$ cat src/rtl/seq_packetizer.sv
// seq_packetizer: takes one whole message per handshake and serializes it
// into 32-bit words. Each packet is a length/stream header word, a sequence
// word, and then the payload packed four bytes per word. A gap-free sequence
// number is kept for each stream.
//
// Handshake rules, the same on both sides: a transfer happens in a cycle
// where valid and ready are both high. While valid is high and ready is low,
// the producer holds its data and control steady. Valid is never withdrawn
// in the middle of a packet.
module seq_packetizer #(
    parameter int NUM_STREAMS = 16,
    parameter int MAX_PAYLOAD = 40
) (
    input  logic                     clk,
    input  logic                     reset_b,
    input  logic [15:0]              msgIn_stream,
    input  logic [15:0]              msgIn_len,
    input  logic [8*MAX_PAYLOAD-1:0] msgIn_payload,
    input  logic                     msgIn_val,
    output logic                     msgIn_ready,
    output logic [31:0]              dataOut,
    output logic                     dataOut_val,
    input  logic                     dataOut_ready,
    output logic                     dataOut_last,
    output logic                     lenErr,
    output logic [1:0]               dbg_state_o
);

    localparam int PW  = 8 * MAX_PAYLOAD;
    localparam int SW  = (NUM_STREAMS > 1) ? $clog2(NUM_STREAMS) : 1;
    localparam int WCW = $clog2(2 + MAX_PAYLOAD / 4 + 1);

    localparam logic [15:0] MAX_LEN16     = 16'(MAX_PAYLOAD);
    localparam logic [15:0] NUM_STREAMS16 = 16'(NUM_STREAMS);

    localparam logic [1:0] ST_IDLE    = 2'd0;
    localparam logic [1:0] ST_HDR0    = 2'd1;
    localparam logic [1:0] ST_HDR1    = 2'd2;
    localparam logic [1:0] ST_PAYLOAD = 2'd3;

    logic [1:0]     state_q,  state_d;
    logic [15:0]    stream_q, stream_d;
    logic [15:0]    len_q,    len_d;
    logic [31:0]    seq_q,    seq_d;
    logic [PW-1:0]  pay_q,    pay_d;
    logic [15:0]    rem_q,    rem_d;     // payload bytes not yet sent
    logic [WCW-1:0] wcnt_q,   wcnt_d;    // index of the word now on dataOut
    logic [WCW-1:0] wlast_q,  wlast_d;   // index of the final word
    logic           lenerr_q, lenerr_d;

    logic [31:0]    cnt_q [NUM_STREAMS];
    logic           cnt_we;
    logic [SW-1:0]  cnt_idx;

    logic           accept;
    logic           bad_msg;
    logic           xfer;
    logic           at_last;
    logic [15:0]    msg_len;
    logic [15:0]    len_words;

    assign cnt_idx  = msgIn_stream[SW-1:0];
    assign accept   = msgIn_val && (state_q == ST_IDLE);
    assign bad_msg  = (msgIn_len > MAX_LEN16) || (msgIn_stream >= NUM_STREAMS16);
    assign xfer     = dataOut_val && dataOut_ready;
    assign at_last  = (wcnt_q == wlast_q);
    assign msg_len  = len_q + 16'd8;
    assign len_words = (msgIn_len + 16'd3) >> 2;

    // Next-state logic: message intake, word sequencing and payload shifting.
    always_comb begin
        state_d  = state_q;
        stream_d = stream_q;
        len_d    = len_q;
        seq_d    = seq_q;
        pay_d    = pay_q;
        rem_d    = rem_q;
        wcnt_d   = wcnt_q;
        wlast_d  = wlast_q;
        lenerr_d = 1'b0;
        cnt_we   = 1'b0;
        case (state_q)
            ST_IDLE: begin
                if (accept) begin
                    if (bad_msg) begin
                        // Offer is swallowed; only the error pulse is visible.
                        lenerr_d = 1'b1;
                    end else begin
                        stream_d = msgIn_stream;
                        len_d    = msgIn_len;
                        seq_d    = cnt_q[cnt_idx];
                        pay_d    = msgIn_payload;
                        rem_d    = msgIn_len;
                        wcnt_d   = '0;
                        wlast_d  = WCW'(len_words + 16'd1);
                        cnt_we   = 1'b1;
                        state_d  = ST_HDR0;
                    end
                end
            end
            ST_HDR0: begin
                if (xfer) begin
                    wcnt_d  = wcnt_q + WCW'(1);
                    state_d = ST_HDR1;
                end
            end
            ST_HDR1: begin
                if (xfer) begin
                    if (at_last) begin
                        state_d = ST_IDLE;
                    end else begin
                        wcnt_d  = wcnt_q + WCW'(1);
                        state_d = ST_PAYLOAD;
                    end
                end
            end
            ST_PAYLOAD: begin
                if (xfer) begin
                    if (at_last) begin
                        state_d = ST_IDLE;
                    end else begin
                        wcnt_d = wcnt_q + WCW'(1);
                        pay_d  = pay_q >> 32;
                        rem_d  = rem_q - 16'd4;
                    end
                end
            end
            default: state_d = ST_IDLE;
        endcase
    end

    // Output word: headers are little-endian fields with byte 0 in the top lane.
    always_comb begin
        dataOut = '0;
        case (state_q)
            ST_HDR0:
                dataOut = {msg_len[7:0], msg_len[15:8], stream_q[7:0], stream_q[15:8]};
            ST_HDR1:
                dataOut = {seq_q[7:0], seq_q[15:8], seq_q[23:16], seq_q[31:24]};
            ST_PAYLOAD: begin
                for (int k = 0; k < 4; k++) begin
                    // Bytes past the message length are sent as zero.
                    if (rem_q > 16'(k)) begin
                        dataOut[31-8*k -: 8] = pay_q[8*k +: 8];
                    end
                end
            end
            default: dataOut = '0;
        endcase
    end

    assign dataOut_val  = (state_q != ST_IDLE);
    assign dataOut_last = dataOut_val && at_last;
    assign msgIn_ready  = (state_q == ST_IDLE);
    assign lenErr       = lenerr_q;
    assign dbg_state_o  = state_q;

    // Packet registers; reset drops the output immediately.
    always_ff @(posedge clk or posedge reset_b) begin
        if (reset_b) begin
            state_q  <= ST_IDLE;
            stream_q <= '0;
            len_q    <= '0;
            seq_q    <= '0;
            pay_q    <= '0;
            rem_q    <= '0;
            wcnt_q   <= '0;
            wlast_q  <= '0;
            lenerr_q <= 1'b0;
        end else begin
            state_q  <= state_d;
            stream_q <= stream_d;
            len_q    <= len_d;
            seq_q    <= seq_d;
            pay_q    <= pay_d;
            rem_q    <= rem_d;
            wcnt_q   <= wcnt_d;
            wlast_q  <= wlast_d;
            lenerr_q <= lenerr_d;
        end
    end

    // Per-stream sequence counters, advanced once per accepted message.
    always_ff @(posedge clk or posedge reset_b) begin
        if (reset_b) begin
            for (int i = 0; i < NUM_STREAMS; i++) begin
                cnt_q[i] <= '0;
            end
        end else if (cnt_we) begin
            cnt_q[cnt_idx] <= cnt_q[cnt_idx] + 32'd1;
        end
    end

endmodule

$ cat config.mk
export PLATFORM = sky130hd
export DESIGN_NAME = seq_packetizer
export DESIGN_NICKNAME = d
export VERILOG_FILES = /design/src/rtl/seq_packetizer.sv
export SDC_FILE = /design/constraint.sdc
export NUM_CORES = 2
export LEC_CHECK = 0
export BUFFER_PORTS_ARGS = -buffer_cell sky130_fd_sc_hd__clkbuf_2
export CELL_PAD_IN_SITES_DETAIL_PLACEMENT = 0
export CELL_PAD_IN_SITES_GLOBAL_PLACEMENT = 1
export CORE_ASPECT_RATIO = 0.75
export CORE_MARGIN = 5
export CORE_UTILIZATION = 42
export DETAILED_ROUTE_END_ITERATION = 12
export PLACE_DENSITY_LB_ADDON = 0.05
export SYNTH_ARGS = -nofsm -noshare
export SYNTH_HDL_FRONTEND = slang
export SYNTH_SLANG_ARGS = --single-unit
$ cat constraint.sdc
create_clock -name clk -period 37.3 [get_ports clk]
set_clock_uncertainty 0.15 [all_clocks]
set_input_delay 9.325 -clock clk [delete_from_list [all_inputs] [get_ports clk]]
set_output_delay 9.325 -clock clk [all_outputs]
set_load 0.1 [all_outputs]
==> results_dict.tcl <==
set metrics [dict create \
    synth_compound_area_share_pct 13.2 \
    antenna_found_initial 10 \
    ios 394 \
    hold_path.class "reg2reg" \
    synthSimpleGateAreaFrac_pct 17.4 \
    reg2reg_from "dbg_state_o[0]" \
    rsz0062_at_grt "no" \
    synth-edff-count 0 \
    pwr-share-seq_pct 38.2 \
    grt_pass1_vias 31600 \
    leakage_nw 21.8 \
    hold_viol 0 \
    syn-cell-area_um2 41400 \
    ant_nets 0 \
    ys_warn_count 0 \
    grt_start_max_net_pins 177 \
    syn_to_final_growth_pct 14.4 \
    max_slew.worst_pin.slew_ns 1.33 \
    drive_above_1_share_pct 17.4 \
    synth_most_common_cell "nand2_1" \
    tns_ns 0 \
    hold_start "pay_q[299]" \
    synth_ff_type "dfrtp_1" \
    cp-start-kind "input pin" \
    status "finished, final reports clean" \
    synth_mux_area_share_pct 8.06 \
    initial_core_util_pct 42.4 \
    firstDrtPassIters 9 \
    cts_resized 0 \
    drc 0 \
    ys_async_sr_fraction_pct 100 \
    grt_first_pass_wirelength_um 212000 \
    root_buffer "clkbuf_16" \
    dieArea_um2 105000 \
    maxCapViolCount 0 \
    drtIter0Drc 3071 \
    gr-total-overflow 0 \
    ctsLongestPathBuffers 3 \
    p_clk_share_pct 29.7 \
    cts_buffers 97 \
    fmax_mhz 69.3 \
    synth_top_family_by_area "simple AND/OR/NAND/NOR gates" \
    fin_cells 5887 \
    grtUsageTotal_pct 26.9 \
    tritoncts "yes" \
    hold_path_end "pay_q[299]" \
    path_class "in2reg" \
    placed_area_um2 44100 \
    vias 32400 \
    combPwrFrac_pct 32.1 \
    synth_cell_types 62 \
    synth_top_area_share_pct 55.8 \
    regToRegEndpoint "pay_q[212]" \
    avgSynthCellArea_um2 9.69 \
    setup_viol 0 \
    p_sw_mw 1.34 \
    die_height_um 282 \
    synth.ff_latch_count 923 \
    rr_worst_depth 8 \
    clkTransAtPathRegs_ns 0.06 \
    postCtsSetupBuffers 0 \
    yosys.area_share.adder_pct 0.181 \
    reg2reg_setup_slack_ns 32.56 \
    synth.cells.most_frequent "nand2_1 (1337), dfrtp_1 (923), o21ai_0 (483), nor2_1 (336), a31oi_1 (293)" \
    end_kind "flip-flop" \
    power_density_nw_per_um2 71.4 \
    wl_per_cell_um 24.3 \
    die_x_um 373 \
    synth_fp_nets 4637 \
    min_period_over_period_pct 38.7 \
    fin_ws_ns 22.88 \
    min_period_ns 14.42 \
    syn_inst 4275 \
    synth_xor_area_share_pct 1.17 \
    maxSlewHeadroom_pct 11.2 \
    yosys.area.top_type "dfrtp_1" \
    worst_ir_drop_vdd_uv 58.3 \
    place.gp.congestion 0.828 \
    rows 99 \
    routed_via_density 5.50 \
    worst_ep_arrival_time_ns 14.78 \
    place_hpwl_um 90100 \
    whs_path_depth 2 \
    core_area_um2 97600 \
    finalPower_mw 3.38 \
    io_buffers 393 \
    cts.sinks 923 \
    crit_fanout 61 \
    placed_cells 5702 \
    p_int_mw 2.04 \
    nets 4850 \
    finalMaxSlewViolations 0 \
    clk_latency_ns 0.69 \
    design_area_um2 47400 \
    htreeDepth 3 \
    synthTopCellsByArea "dfrtp_1 (56%), nand2_1 (12%), o21ai_0 (5.8%)" \
    swShare_pct 39.6 \
    drt-total-wl_um 143000 \
    seq_area_frac_synth_pct 55.8 \
    holdBufCountCts 0 \
    place_ws_ns 22.04 \
    required_ns 37.65 \
]
-- cell type report --
class / count / area (um^2)
antenna: 9 / 22.5
fill: 9608 / 50200
clock inverter: 31 / 342
inverter: 34 / 135
sequential: 923 / 23100
clock buffer: 145 / 2920
timing repair buffer: 459 / 2490
tap: 1313 / 1640
multi-input combinational: 2973 / 16700
-- registers in the layout, indices dropped and copies added, names as in the netlist, 4 cells and up --
register / flops
wcnt_q: 4
cnt_q: 512
wlast_q: 4
pay_q: 320
rem_q: 16
seq_q: 32
len_q: 16
stream_q: 16
-- logic make-up (layout without fill, tap and decap cells) --
logic type,Yosys count,after routing
compound gates,938,938
other cells,0,9
buf+inv,379,669
flops,923,923
mux,154,154
xor+xnor,51,51
simple gates,1824,1824
fa+ha+maj,6,6
-- critical path: stages --
cell and delay, ns:
clkbuf_8 0.54, buf_4 0.70, buf_4 0.81, mux4_2 0.36, a22oi_1 0.08, nand2_1 0.30, nand4_2 0.21, nor2_1 0.90
nand4_1 0.27, xor2_1 0.89, o21ai_0 0.23
-- cell usage in the layout, fill, tap and decap left out, drive strengths merged, types with 4 or more instances in the layout --
| master | count |
|---|---|
| a21oi | 21 |
| a221o | 6 |
| a221oi | 4 |
| a222oi | 27 |
| a22o | 4 |
| a22oi | 46 |
| a31oi | 293 |
| and2 | 30 |
| and3 | 6 |
| buf | 67 |
| bufinv | 7 |
| clkbuf | 537 |
| clkinv | 21 |
| dfrtp | 923 |
| diode | 9 |
| ha | 6 |
| inv | 37 |
| mux2 | 20 |
| mux4 | 132 |
| nand2 | 1339 |
| nand3 | 56 |
| nand4 | 21 |
| nor2 | 336 |
| nor2b | 6 |
| nor3 | 14 |
| nor4 | 6 |
| o21ai | 523 |
| xnor2 | 23 |
| xor2 | 28 |
-- metrics by stage --
| stage | hold slack, ns | utilization [%] |
|---|---|---|
| final | 0.317 | 48.5 |
| after global routing | 0.339 | 48.5 |
| after CTS | 0.321 | 48.5 |
| after detailed placement | 0.307 | 45.2 |
| after global placement | 0.302 | 45.2 |
| after floorplan | 0.289 | - |
-- worst max-delay path by stage --
stage                          from         end  slack [ns]
floorplan                   reset_b    cnt_q[0]        1.87
global placement    msgIn_stream[0]   cnt_q[25]       22.13
detailed placement  msgIn_stream[0]  cnt_q[313]       22.04
CTS                 msgIn_stream[0]  cnt_q[313]       22.76
global route        msgIn_stream[0]  cnt_q[441]       22.14
finish              msgIn_stream[0]  cnt_q[313]       22.88
-- layer usage --
layer  global-route usage [%]  part of all wire, %  vias up
met3                     4.84                  6.7      184
li1                         -                    -    15100
met5                        0               0.0091        -
met2                     40.7                   45      994
met4                     6.06                  2.0        2
met1                     40.7                   46    16100
-- power by group through the flow --
stage | Combinational [mW] | Sequential [mW] | Clock (mW)
6_report | 1.09 | 1.29 | 1.00
5_1_grt | 1.20 | 1.31 | 1.07
4_1_cts | 1.10 | 1.29 | 1.02
3_5_place_dp | 1.10 | 1.31 | 0
3_3_place_gp | 1.09 | 1.31 | 0
2_1_floorplan | 0.840 | 1.27 | 0
(Power assumes the default switching activity.)
